**src/rtl/ahb_pkg.sv**
```systemverilog
// Shared AHB-Lite definitions: transfer-type encodings and the command record
// used by the master and by slave-side benches.
package ahb_pkg;

    localparam int AHB_ADDR_W = 8;
    localparam int AHB_DATA_W = 32;

    typedef enum logic [1:0] {
        IDLE   = 2'b00,
        NONSEQ = 2'b10
    } htrans_t;

    typedef struct packed {
        logic                  write;
        logic [AHB_ADDR_W-1:0] addr;
        logic [AHB_DATA_W-1:0] wdata;
    } ahb_cmd_t;

endpackage

```
**src/rtl/ahb_cmd_fifo.sv**
```systemverilog
// Synchronous command FIFO with occupancy count; the head word is presented
// combinationally so the master can load it into the address phase on pop.
module ahb_cmd_fifo #(
    parameter int WIDTH = 41,
    parameter int DEPTH = 4
) (
    input  logic             hclk,
    input  logic             hresetn,
    input  logic             push,
    input  logic [WIDTH-1:0] din,
    input  logic             pop,
    output logic [WIDTH-1:0] dout,
    output logic             full,
    output logic             empty
);

    localparam int PTR_W = $clog2(DEPTH);
    localparam logic [PTR_W:0] FULL_CNT = DEPTH[PTR_W:0];

    logic [WIDTH-1:0] mem [DEPTH];
    logic [PTR_W-1:0] wr_ptr;
    logic [PTR_W-1:0] rd_ptr;
    logic [PTR_W:0]   count;
    logic             wr_en;
    logic             rd_en;

    assign full  = (count == FULL_CNT);
    assign empty = (count == '0);
    assign wr_en = push && !full;
    assign rd_en = pop && !empty;
    assign dout  = mem[rd_ptr];

    // Power-of-two depth lets the pointers wrap without compare logic.
    always_ff @(posedge hclk or negedge hresetn) begin
        if (!hresetn) begin
            wr_ptr <= '0;
            rd_ptr <= '0;
            count  <= '0;
        end else begin
            if (wr_en) wr_ptr <= wr_ptr + 1'b1;
            if (rd_en) rd_ptr <= rd_ptr + 1'b1;
            case ({wr_en, rd_en})
                2'b10:   count <= count + 1'b1;
                2'b01:   count <= count - 1'b1;
                default: ;
            endcase
        end
    end

    always_ff @(posedge hclk) begin
        if (wr_en) mem[wr_ptr] <= din;
    end

endmodule

```
**src/rtl/ahb_master.sv**
```systemverilog
// AHB-Lite single-transfer master: queued commands are issued as NONSEQ
// transfers through a two-stage address/data pipeline stalled by hready.
module ahb_master
    import ahb_pkg::*;
#(
    parameter int addrWidth = AHB_ADDR_W,
    parameter int dataWidth = AHB_DATA_W,
    parameter int cmdDepth  = 4
) (
    input  logic                 hclk,
    input  logic                 hresetn,
    input  logic                 cmd_valid,
    output logic                 cmd_ready,
    input  logic                 cmd_write,
    input  logic [addrWidth-1:0] cmd_addr,
    input  logic [dataWidth-1:0] cmd_wdata,
    output logic                 rsp_valid,
    output logic                 rsp_write,
    output logic [dataWidth-1:0] rsp_rdata,
    output logic                 hselx,
    output logic [1:0]           htrans,
    output logic [addrWidth-1:0] haddr,
    output logic                 hwrite,
    output logic [dataWidth-1:0] hwdata,
    input  logic                 hready,
    input  logic [dataWidth-1:0] hrdata
);

    localparam int CMD_W = 1 + addrWidth + dataWidth;

    logic [CMD_W-1:0]     fifo_dout;
    logic                 fifo_full;
    logic                 fifo_empty;
    logic                 fifo_pop;
    logic                 head_write;
    logic [addrWidth-1:0] head_addr;
    logic [dataWidth-1:0] head_wdata;
    logic [dataWidth-1:0] wdata_p0;
    logic                 vld_p1;
    logic                 write_p1;

    assign cmd_ready = !fifo_full;
    assign fifo_pop  = hready && !fifo_empty;
    assign {head_write, head_addr, head_wdata} = fifo_dout;

    ahb_cmd_fifo #(
        .WIDTH (CMD_W),
        .DEPTH (cmdDepth)
    ) u_cmd_fifo (
        .hclk    (hclk),
        .hresetn (hresetn),
        .push    (cmd_valid),
        .din     ({cmd_write, cmd_addr, cmd_wdata}),
        .pop     (fifo_pop),
        .dout    (fifo_dout),
        .full    (fifo_full),
        .empty   (fifo_empty)
    );

    // htrans/haddr/hwrite form the address phase (_p0); the data phase (_p1)
    // tracks the transfer whose hwdata/hrdata is on the bus this cycle.
    always_ff @(posedge hclk or negedge hresetn) begin
        if (!hresetn) begin
            htrans    <= IDLE;
            hselx     <= 1'b0;
            haddr     <= '0;
            hwrite    <= 1'b0;
            wdata_p0  <= '0;
            hwdata    <= '0;
            vld_p1    <= 1'b0;
            write_p1  <= 1'b0;
            rsp_valid <= 1'b0;
            rsp_write <= 1'b0;
            rsp_rdata <= '0;
        end else begin
            rsp_valid <= 1'b0;
            if (hready) begin
                // Data phase completes: report it.
                if (vld_p1) begin
                    rsp_valid <= 1'b1;
                    rsp_write <= write_p1;
                    rsp_rdata <= write_p1 ? '0 : hrdata;
                end
                // Address phase -> data phase.
                vld_p1   <= (htrans == NONSEQ);
                write_p1 <= hwrite;
                if (htrans == NONSEQ && hwrite) hwdata <= wdata_p0;
                // FIFO head -> address phase.
                if (!fifo_empty) begin
                    htrans   <= NONSEQ;
                    hselx    <= 1'b1;
                    haddr    <= head_addr;
                    hwrite   <= head_write;
                    wdata_p0 <= head_wdata;
                end else begin
                    htrans <= IDLE;
                    hselx  <= 1'b0;
                end
            end
        end
    end

endmodule

```
**config.mk**
```make
export PLATFORM = sky130hd
export DESIGN_NAME = ahb_master
export DESIGN_NICKNAME = d
export VERILOG_FILES = /design/src/rtl/ahb_pkg.sv /design/src/rtl/ahb_cmd_fifo.sv /design/src/rtl/ahb_master.sv
export SDC_FILE = /design/constraint.sdc
export NUM_CORES = 1
export LEC_CHECK = 0
export BUFFER_PORTS_ARGS = -buffer_cell sky130_fd_sc_hd__buf_2
export CORE_MARGIN = 2
export CORE_UTILIZATION = 30
export CTS_CLUSTER_SIZE = 16
export DETAILED_ROUTE_END_ITERATION = 8
export PLACE_DENSITY = 0.51
export SLEW_MARGIN = 15
export SYNTH_ARGS = -nofsm -noshare
export SYNTH_HDL_FRONTEND = slang
export SYNTH_SLANG_ARGS = --single-unit
```
**constraint.sdc**
```tcl
create_clock -name hclk -period 2 [get_ports hclk]
set_clock_uncertainty 0.05 [all_clocks]
set_input_delay 0.2 -clock hclk [delete_from_list [all_inputs] [get_ports hclk]]
set_output_delay 0.2 -clock hclk [all_outputs]
set_load 0.02 [all_outputs]
```
==> results of run 1 <==
cell families (layout without fill, tap and decap cells):
| kind of cell | after synthesis | in the layout | share of synthesized area |
|---|---|---|---|
| other | 1 | 1 | 0.000355 |
| multiplexers | 78 | 78 | 0.127 |
| flip-flops | 281 | 281 | 0.744 |
| XOR/XNOR | 6 | 6 | 0.00498 |
| buffers and inverters | 42 | 325 | 0.0179 |
| adder cells (fa/ha/maj) | 6 | 6 | 0.00782 |
| AO/OA/AOI/OAI | 34 | 34 | 0.0177 |
| AND/OR/NAND/NOR | 197 | 197 | 0.0804 |
metal layers:
layer / vias to the layer above / global-route usage / wire [um]
met4: 0 / 0.0391 / 490
met3: 35 / 0.0272 / 1120
met5: - / 0 / 0
met1: 2950 / 0.168 / 10600
met2: 150 / 0.212 / 10800
li1: 2831 / - / -
worst paths after layout:
kind,slack (ns),end,cells past startpoint
max,0.03,u_cmd_fifo.count[2],9
min,0.04,hselx,2
max reg2reg,0.03,u_cmd_fifo.count[2],9
min reg2reg,0.42,haddr[7],2
max in group asynchronous,1.19,rsp_rdata[3],3
min in group asynchronous,0.12,hwdata[15],2
state kept, by name, indices dropped and copies added (netlist names), 2 cells and up:
signal	cells
u_cmd_fifo.rd_ptr	2
u_cmd_fifo.count	3
haddr	8
hwdata	32
u_cmd_fifo.wr_ptr	2
wdata_p0	32
rsp_rdata	32
u_cmd_fifo.mem	164
what timing repair did:
item	4_1_cts	5_1_grt
gates resized for setup	0	0
hold endpoints to repair	313	0
hold buffers	74	0
pin swaps	1	0
setup endpoints to repair	1	1
stage by stage:
stage | setup WS [ns] | cell area, sq um
3_5_place_dp | 0.0211 | 12100
6_report | 0.0270 | 14000
5_1_grt | -0.0574 | 14000
4_1_cts | 0.0144 | 14000
2_1_floorplan | -0.0786 | 10600
3_3_place_gp | 0.0221 | 12100
cell type report:
class / count / area (sq um)
clock buffers: 46 / 990
clock inverters: 15 / 163
fillers: 3189 / 20600
inverters: 9 / 33.8
multi-input cells: 322 / 2540
flip-flops and latches: 281 / 7860
well taps: 455 / 569
repair buffers: 255 / 1860
power groups by stage:
stage                     combinational, uW  clock (uW)  sequential, uW
after global routing                   6840        6670            8980
final                                  6210        6220            8760
after global placement                 6230           0            8850
after floorplan                        3280           0            9550
after detailed placement               6260           0            8900
after CTS                              6390        6420            8790
worst max-delay path, cell delays in order, from the launching register on:
cell and delay [ns]:
dfrtp_1 0.37, or3b_4 0.40, and2_4 0.15, inv_2 0.05
ha_4 0.13, inv_2 0.03, fa_2 0.32, xor2_1 0.14
nor2_1 0.11, xor2_1 0.14
placed cells by master, fill, tap and decap left out, types with 6 or more instances in the layout:
cell type      Yosys  routed
o21ai_0           33      33
dfrtp_1          117     115
buf_4              6      16
inv_1              8       6
mux2_2            35      35
nand2b_1          32      32
buf_2              7     153
nand2_1          157     156
clkbuf_16          0      37
mux4_2            41      41
edfxtp_1         164     164
clkbuf_1          18       6
dlygate4sd3_1      0      74
buf_12             0      11
==> reports/results.tsv, run 1 <==
stage	metric	value	unit
floorplan	row count	68	
yosys	Synth Area per Inst	16.4	sq um
yosys	Post-synth top flop	edfxtp_1	
timing	Worst Max-Slew Pin Slew	0.604	ns
timing	crit share post-route	0.987	
pwr	Comb pwr share	0.293	
setup_path	crit path DAT	2.34	ns
yosys	Async SR Flop Fraction	0.416	
pwr	Int Pwr	14700	uW
floorplan	Ports	156	
yosys	top-count cell post-synth	edfxtp_1	
finish	diodes inserted	0	
min_path	hold_sp	hready	
detailed_routing	Post-Route WL	23000	um
outcome	status	finished, final reports clean	
finish	final core occ	0.405	
detailed_routing	DR WL/cell	16.6	um
pwr	Total Power	21200	uW
pwr	Pwr Density	1510	mW/mm^2
floorplan	core footprint	0.0346	sq mm
placement	Final HPWL DP	13800	um
timing	Slew Limit Headroom	0.598	
finish	Area Overhead vs Synth	32.7	%
timing	final setup vio count	0	
grt	vias in the first global route	6360	
grt	Total Routing Usage GR	0.128	
yosys	Synth Net Count	728	
clock_tree	CTS clk-pin slew, worst paths	0.06	ns
flow_run	Max-cap violations	0	
detailed_routing	Via-to-Cell Ratio	4.31	
yosys	sequential area share after synthesis	0.744	
floorplan	Die Y	192	um
placement	GPL Wtd Cong	0.726	
clock_tree	root buffer cell	clkbuf_16	
clock_tree	post-CTS setup buffers	0	
floorplan	Die W	192	um
finish	fin cells	1383	
timing	Fin Setup TNS	0	ns
timing	Hold Vio Cnt, Final	0	
yosys	Post-synth EDFFs	164	
clock_tree	CTS tree	done	
min_path	worst min path class	in -> reg	
setup_path	WS Path Type	reg -> reg	
timing	max-slew violation count	0	
pwr	P_sw	6510	uW
detailed_routing	Iter 0 DRT Violations	225	
yosys	Post-synth top cells	164 x edfxtp_1, 157 x nand2_1, 117 x dfrtp_1, 41 x mux4_2, 35 x mux2_2	
timing	RSZ-0062 raised after global routing	true	
clock_tree	CTS Buffer Depth	3	
pwr	Clock Power Share	0.294	
clock_tree	total clock sinks	281	
grt	initial antenna violation count	0	
detailed_routing	TritonRoute pass-1 iters	4	
finish	layout cells sized above 1	0.351	
finish	# nets final	986	
yosys	cell taking the most area after synthesis	edfxtp_1	
detailed_routing	Post-route DRC	0	
setup_path	reg2reg start	u_cmd_fifo.count[1]	
yosys	Mapped Cells	645	
grt	largest net degree at the start of global routing	44	
yosys	top cells by area, synth	edfxtp_1 47%, dfrtp_1 28%, mux4_2 8.7%	
yosys	#FFs+latches synth	281	
detailed_routing	Antenna Violating Nets Remaining	0	
floorplan	Starting Density	0.305	
clock_tree	H-tree depth reported by CTS	2	
pwr	Seq pwr share	0.413	
grt	first-pass GRT wire length	35900	um
yosys	Yosys Warn Count	0	
grt	GRT overflow	0	
yosys	mapped cell area	0.0106	sq mm
setup_path	critical path data required time	2.37	ns
placement	placed insts	1248	
placement	buffers added on ports	154	
clock_tree	TritonCTS Buffers	34	
yosys	Yosys cell types	26	
setup_path	Critical path origin	u_cmd_fifo.count[1]	
setup_path	Worst Setup End Kind	flip-flop	
pwr	Switching Share	0.308	
timing	Period minus WS final	1.97	ns
pwr	Lkg Pwr	0.00578	uW
pwr	Worst VDD drop	0.000659	V
timing	worst hold slack	0.0381	ns
yosys	share of the synthesized area in the top cell type	0.466	
detailed_routing	DR vias	5966	
setup_path	crit start category	flip-flop	
clock_tree	Clock Latency Late Sink	0.50	ns
setup_path	Crit Path Max Fanout	2	
floorplan	total die area	0.0367	sq mm
timing	Peak Freq	507	MHz
No activity file was read; power rests on OpenSTA's default activity.
==> run 2, diff against run 1 <==
SETUP_SLACK_MARGIN = 0.3   (was unset)
==> run 2 against run 1 <==
- clock-buffer cell count stayed put
- clock power is essentially flat
- flip-flop and latch count is the same
- highest routed layer unchanged
- wire length increased by 5.7%
- register-to-register slack about the same
- first-iteration DRC count rose by 6.2%
- die area did not move
- total power is 2.1% higher
- fmax barely moved
- cell count grew 0.94%
==> reports/results.tsv, run 2 (synthesized netlist as in run 1, its figures left out) <==
stage	metric	value	unit	change
setup_path	crit start category	flip-flop		
placement	Final HPWL DP	13800	um	unchanged
pwr	Seq pwr share	0.403		-0.010
detailed_routing	Antenna Violating Nets Remaining	0		unchanged
finish	final core occ	0.412		+0.00762
setup_path	critical path data required time	2.37	ns	about the same
finish	commonest non-fill, non-tap cells in the layout	164 x edfxtp_1, 156 x nand2_1, 152 x buf_2		
clock_tree	CTS Buffer Depth	3		unchanged
grt	Total Routing Usage GR	0.129		+0.00123
pwr	P_sw	6670	uW	+2.5%
finish	# nets final	999		+1.3%
detailed_routing	DR WL/cell	17.4	um	+4.7%
pwr	Comb pwr share	0.309		+0.016
clock_tree	Clock Latency Late Sink	0.50	ns	about the same
clock_tree	TritonCTS Buffers	34		unchanged
floorplan	Die W	192	um	unchanged
grt	GRT overflow	0		unchanged
clock_tree	CTS tree	done		
timing	Hold Vio Cnt, Final	0		unchanged
floorplan	total die area	0.0367	sq mm	unchanged
grt	vias in the first global route	6384		+0.38%
placement	Placement Setup Slack	0.0211	ns	unchanged
pwr	Int Pwr	14900	uW	+1.9%
finish	multi-input logic area	0.00255	sq mm	+0.30%
finish	fillers	3168		-0.66%
clock_tree	root buffer cell	clkbuf_16		
detailed_routing	DR vias	6038		+1.2%
pwr	Switching Share	0.309		+0.00122
grt	first-pass GRT wire length	36200	um	+0.73%
setup_path	Worst Setup End Kind	flip-flop		
timing	Worst Max-Slew Pin Slew	0.604	ns	+0.0000271 ns
placement	buffers added on ports	154		unchanged
setup_path	Buf/Inv on CP	2		unchanged
floorplan	Ports	156		unchanged
timing	worst setup margin	0.0266	ns	-0.000361 ns
clock_tree	CTS clk-pin slew, worst paths	0.06	ns	about the same
finish	Area Overhead vs Synth	35.2	%	
floorplan	core footprint	0.0346	sq mm	unchanged
detailed_routing	Iter 0 DRT Violations	239		+6.2%
finish	Seq. cell area	0.00786	sq mm	unchanged
timing	crit share post-route	0.987		about the same
detailed_routing	Post-Route WL	24300	um	+5.7%
pwr	Pwr Density	1510	mW/mm^2	+0.19%
clock_tree	H-tree depth reported by CTS	2		unchanged
setup_path	crit-path cells	or3b_4, and2_4, inv_2, ha_4, inv_2, fa_2, xor2_1, nor2_1, xor2_1		
pwr	Worst VDD drop	0.000667	V	+1.2%
finish	Most flops, register	u_cmd_fifo.mem		
timing	Period minus WS final	1.97	ns	+0.000361 ns
timing	Peak Freq	507	MHz	about the same
grt	initial antenna violation count	0		unchanged
flow_run	Max-cap violations	0		unchanged
clock_tree	total clock sinks	281		unchanged
floorplan	Die Y	192	um	unchanged
detailed_routing	Post-route DRC	0		unchanged
setup_path	Crit Path Max Fanout	2		unchanged
setup_path	CP max stage delay	0.40	ns	about the same
placement	GPL Wtd Cong	0.726		unchanged
timing	final setup vio count	0		unchanged
finish	diodes inserted	0		unchanged
floorplan	Starting Density	0.305		unchanged
finish	max reg flops	164		unchanged
setup_path	crit path DAT	2.34	ns	about the same
pwr	Lkg Pwr	0.00589	uW	+2.0%
setup_path	Reg2Reg Setup Slack	0.03	ns	about the same
timing	RSZ-0062 raised after global routing	true		
detailed_routing	Via-to-Cell Ratio	4.33		+0.26%
timing	Slew Limit Headroom	0.598		about the same
outcome	status	finished, final reports clean		
pwr	Total Power	21600	uW	+2.1%
detailed_routing	TritonRoute pass-1 iters	4		unchanged
setup_path	Worst path slowest cell	or3b_4		
finish	commonest non-fill, non-tap cell in the layout	edfxtp_1		
floorplan	row count	68		unchanged
finish	layout cells sized above 1	0.360		+0.00896
grt	largest net degree at the start of global routing	44		unchanged
pwr	Clock Power Share	0.288		-0.006
timing	Fin Setup TNS	0	ns	unchanged
setup_path	kind of cell adding the most delay to the critical path	simple AND/OR/NAND/NOR gates		
timing	max-slew violation count	0		unchanged
setup_path	WS Path Type	reg -> reg		
min_path	worst min path class	in -> reg		
[run 2: final timing paths]
| check | to | from | cells past startpoint |
|---|---|---|---|
| worst max-delay path | u_cmd_fifo.count[2] | u_cmd_fifo.count[0] | 9 |
| worst min-delay path | hselx | hready | 2 |
| worst max register to register | u_cmd_fifo.count[2] | u_cmd_fifo.count[0] | 9 |
| worst min register to register | wdata_p0[1] | wdata_p0[1] | 2 |
| max in group asynchronous | rsp_rdata[3] | hresetn | 3 |
| min in group asynchronous | hwdata[15] | hresetn | 2 |
[run 2: routing by layer]
layer,up-vias,share of wire,global-route usage
li1,2854,-,-
met1,3000,0.45,0.169
met2,147,0.48,0.215
met3,37,0.048,0.0272
met4,0,0.021,0.0391
met5,-,0,0
[run 2: metrics by stage]
| step | hold slack (ns) | instances | area, sq um |
|---|---|---|---|
| 2_1_floorplan | -0.146 | 645 | 10600 |
| 3_3_place_gp | 0.0670 | 1248 | 12100 |
| 3_5_place_dp | 0.0688 | 1248 | 12100 |
| 4_1_cts | 0.0403 | 1389 | 14100 |
| 5_1_grt | 0.0686 | 1396 | 14300 |
| 6_report | 0.0350 | 1396 | 14300 |
[run 2: timing repair]
action	4_1_cts	5_1_grt
buffers inserted	5	0
cloned	1	7
resized for setup	12	2
pin swaps	4	1
hold endpoints to repair	313	0
hold buffers	74	0
setup endpoints to repair	50	211
[run 2: cell type report]
type                    instances  area share
multi-input cells             322       0.178
clock inverters                15      0.0114
flip-flops and latches        281       0.550
well taps                     455      0.0399
clock buffers                  46      0.0693
repair buffers                268       0.148
inverters                       9     0.00237
[run 2: power groups by stage]
| stage | clock network (uW) | logic (uW) | registers [uW] |
|---|---|---|---|
| after global routing | 6670 | 7330 | 8910 |
| after floorplan | 0 | 3280 | 9550 |
| after global placement | 0 | 6230 | 8850 |
| after CTS | 6420 | 6630 | 8730 |
| after detailed placement | 0 | 6260 | 8900 |
| final | 6240 | 6680 | 8700 |
==> run 3, diff against run 2 <==
CORE_MARGIN = 4   (was 2)
==> run 3 against run 2 <==
- worst setup slack worse by 0.010 ns
- global-route usage down 0.76 points
- first-iteration DRC count down 11%
- worst hold slack better by 0.087 ns
- clock-buffer cell count down 7
==> reports/results.tsv, run 3 (synthesized netlist as in run 1, its figures left out) <==
stage	metric	value	unit	change
placement	Final HPWL DP	14600	um	+5.9%
grt	GRT overflow	0		unchanged
detailed_routing	Antenna Violating Nets Remaining	0		unchanged
detailed_routing	Iter 0 DRT Violations	212		-11%
finish	Most flops, register	u_cmd_fifo.mem		
finish	max reg flops	164		unchanged
setup_path	crit-path cells	or3b_4, and2_4, inv_2, ha_4, inv_2, fa_2, xor2_1, nor2_1, xor2_1		
floorplan	row count	68		unchanged
pwr	Total Power	20500	uW	-5.1%
timing	Hold Vio Cnt, Final	0		unchanged
clock_tree	CTS Buffer Depth	3		unchanged
detailed_routing	TritonRoute pass-1 iters	4		unchanged
detailed_routing	DR vias	6066		+0.46%
detailed_routing	Post-route DRC	0		unchanged
floorplan	Die W	196	um	+2.1%
detailed_routing	Post-Route WL	24300	um	about the same
finish	Area Overhead vs Synth	33.8	%	
clock_tree	Clock Latency Late Sink	0.54	ns	+0.04 ns
clock_tree	CTS clk-pin slew, worst paths	0.06	ns	about the same
floorplan	Ports	156		unchanged
outcome	status	finished, final reports clean		
placement	buffers added on ports	154		unchanged
finish	Seq. cell area	0.00786	sq mm	unchanged
flow_run	Max-cap violations	0		unchanged
setup_path	Worst path slowest cell	or3b_4		
timing	crit share post-route	0.992		+0.00522
setup_path	kind of cell adding the most delay to the critical path	simple AND/OR/NAND/NOR gates		
setup_path	CP max stage delay	0.40	ns	about the same
clock_tree	CTS tree	done		
grt	largest net degree at the start of global routing	66		+50%
floorplan	core footprint	0.0346	sq mm	unchanged
setup_path	Crit Path Max Fanout	2		unchanged
floorplan	Die Y	196	um	+2.1%
pwr	Lkg Pwr	0.00581	uW	-1.4%
grt	initial antenna violation count	2		+2
finish	# nets final	1000		+0.10%
timing	final setup vio count	0		unchanged
timing	Worst Max-Slew Pin Slew	0.586	ns	-0.0177 ns
finish	final core occ	0.408		-0.00419
grt	vias in the first global route	6409		+0.39%
finish	fillers	3188		+0.63%
timing	RSZ-0062 raised after global routing	true		
finish	commonest non-fill, non-tap cell in the layout	edfxtp_1		
grt	Total Routing Usage GR	0.121		-0.00760
pwr	Worst VDD drop	0.000711	V	+6.6%
min_path	worst min path class	in -> async		
timing	max-slew violation count	0		unchanged
floorplan	Starting Density	0.305		unchanged
clock_tree	H-tree depth reported by CTS	1		-1
detailed_routing	DR WL/cell	17.4	um	about the same
clock_tree	TritonCTS Buffers	29		-15%
timing	Peak Freq	504	MHz	-0.53%
finish	layout cells sized above 1	0.347		-0.0131
finish	multi-input logic area	0.00255	sq mm	+0.29%
finish	Final Cell Area	0.0141	sq mm	-1.0%
setup_path	Worst Setup End Kind	flip-flop		
setup_path	WS Path Type	reg -> reg		
timing	Period minus WS final	1.98	ns	+0.0104 ns
grt	first-pass GRT wire length	37300	um	+3.1%
setup_path	Buf/Inv on CP	2		unchanged
floorplan	total die area	0.0383	sq mm	+4.2%
setup_path	crit start category	flip-flop		
placement	placed cell areas	0.0121	sq mm	+0.12%
clock_tree	root buffer cell	clkbuf_16		
clock_tree	total clock sinks	281		unchanged
pwr	Pwr Density	1450	mW/mm^2	-4.1%
setup_path	critical path data required time	2.41	ns	+0.04 ns
setup_path	crit path DAT	2.39	ns	+0.05 ns
placement	GPL Wtd Cong	0.724		-0.23%
timing	Slew Limit Headroom	0.609		+0.0118
detailed_routing	Via-to-Cell Ratio	4.35		+0.46%
finish	commonest non-fill, non-tap cells in the layout	164 x edfxtp_1, 156 x nand2_1, 152 x buf_2		
run 3: what timing repair did:
action / 4_1_cts / 5_1_grt
gates resized for setup: 6 / 17
hold buffers: 75 / 0
setup endpoints to repair: 52 / 135
setup buffers: 2 / 2
gates cloned: 1 / 11
pin swaps: 3 / 4
hold endpoints to repair: 292 / 0
run 3: path summary, 6_finish.rpt:
kind	start	to	slack (ns)	cells after the start
max	u_cmd_fifo.count[0]	u_cmd_fifo.count[2]	0.02	9
min	hresetn	rsp_rdata[16]	0.12	2
max reg2reg	u_cmd_fifo.count[0]	u_cmd_fifo.count[2]	0.02	9
min reg2reg	haddr[0]	haddr[0]	0.42	2
max in group asynchronous	hresetn	rsp_rdata[26]	1.15	3
min in group hclk	cmd_valid	u_cmd_fifo.count[0]	0.22	5
run 3: worst register-to-register path: cells and delay by family, from the launching register on:
family | cells | cell delay [ns]
adder cells (fa/ha/maj) | 2 | 0.44
XOR/XNOR | 2 | 0.29
flip-flops | 1 | 0.38
buffers and inverters | 2 | 0.08
AND/OR/NAND/NOR | 3 | 0.66
run 3: layer usage:
| metal | global-route usage | share of wire | routed length, um | vias to the layer above |
|---|---|---|---|---|
| li1 | - | - | - | 2857 |
| met1 | 0.165 | 0.45 | 11000 | 3018 |
| met2 | 0.203 | 0.47 | 11500 | 155 |
| met3 | 0.0255 | 0.056 | 1370 | 36 |
| met4 | 0.0259 | 0.018 | 433 | 0 |
| met5 | 0 | 0 | 0 | - |
run 3: per-stage QoR:
step | setup TNS (ns) | hold WS, ns | std cells | setup WS (ns)
6_report | 0 | 0.122 | 1396 | 0.0162
5_1_grt | -0.101 | 0.159 | 1396 | -0.101
4_1_cts | 0 | 0.130 | 1381 | 0.0102
3_5_place_dp | -0.00175 | 0.141 | 1250 | -0.00175
3_3_place_gp | 0 | 0.146 | 1250 | 0.0226
2_1_floorplan | -0.0786 | -0.146 | 645 | -0.0786
run 3: cell type report:
class / count / share of cell area
multi-input cells: 322 / 0.181
diodes: 2 / 0.000354
well taps: 455 / 0.0403
clock buffers: 39 / 0.0554
clock inverters: 14 / 0.00576
repair buffers: 274 / 0.159
inverters: 9 / 0.00239
flip-flops and latches: 281 / 0.556
run 3: power by group:
| part | switching [uW] | total [uW] | leakage (uW) | internal (uW) |
|---|---|---|---|---|
| Sequential | 763 | 8770 | 0.00295 | 8000 |
| Combinational | 3610 | 6810 | 0.00244 | 3190 |
| Clock | 2100 | 4940 | 0.000420 | 2840 |
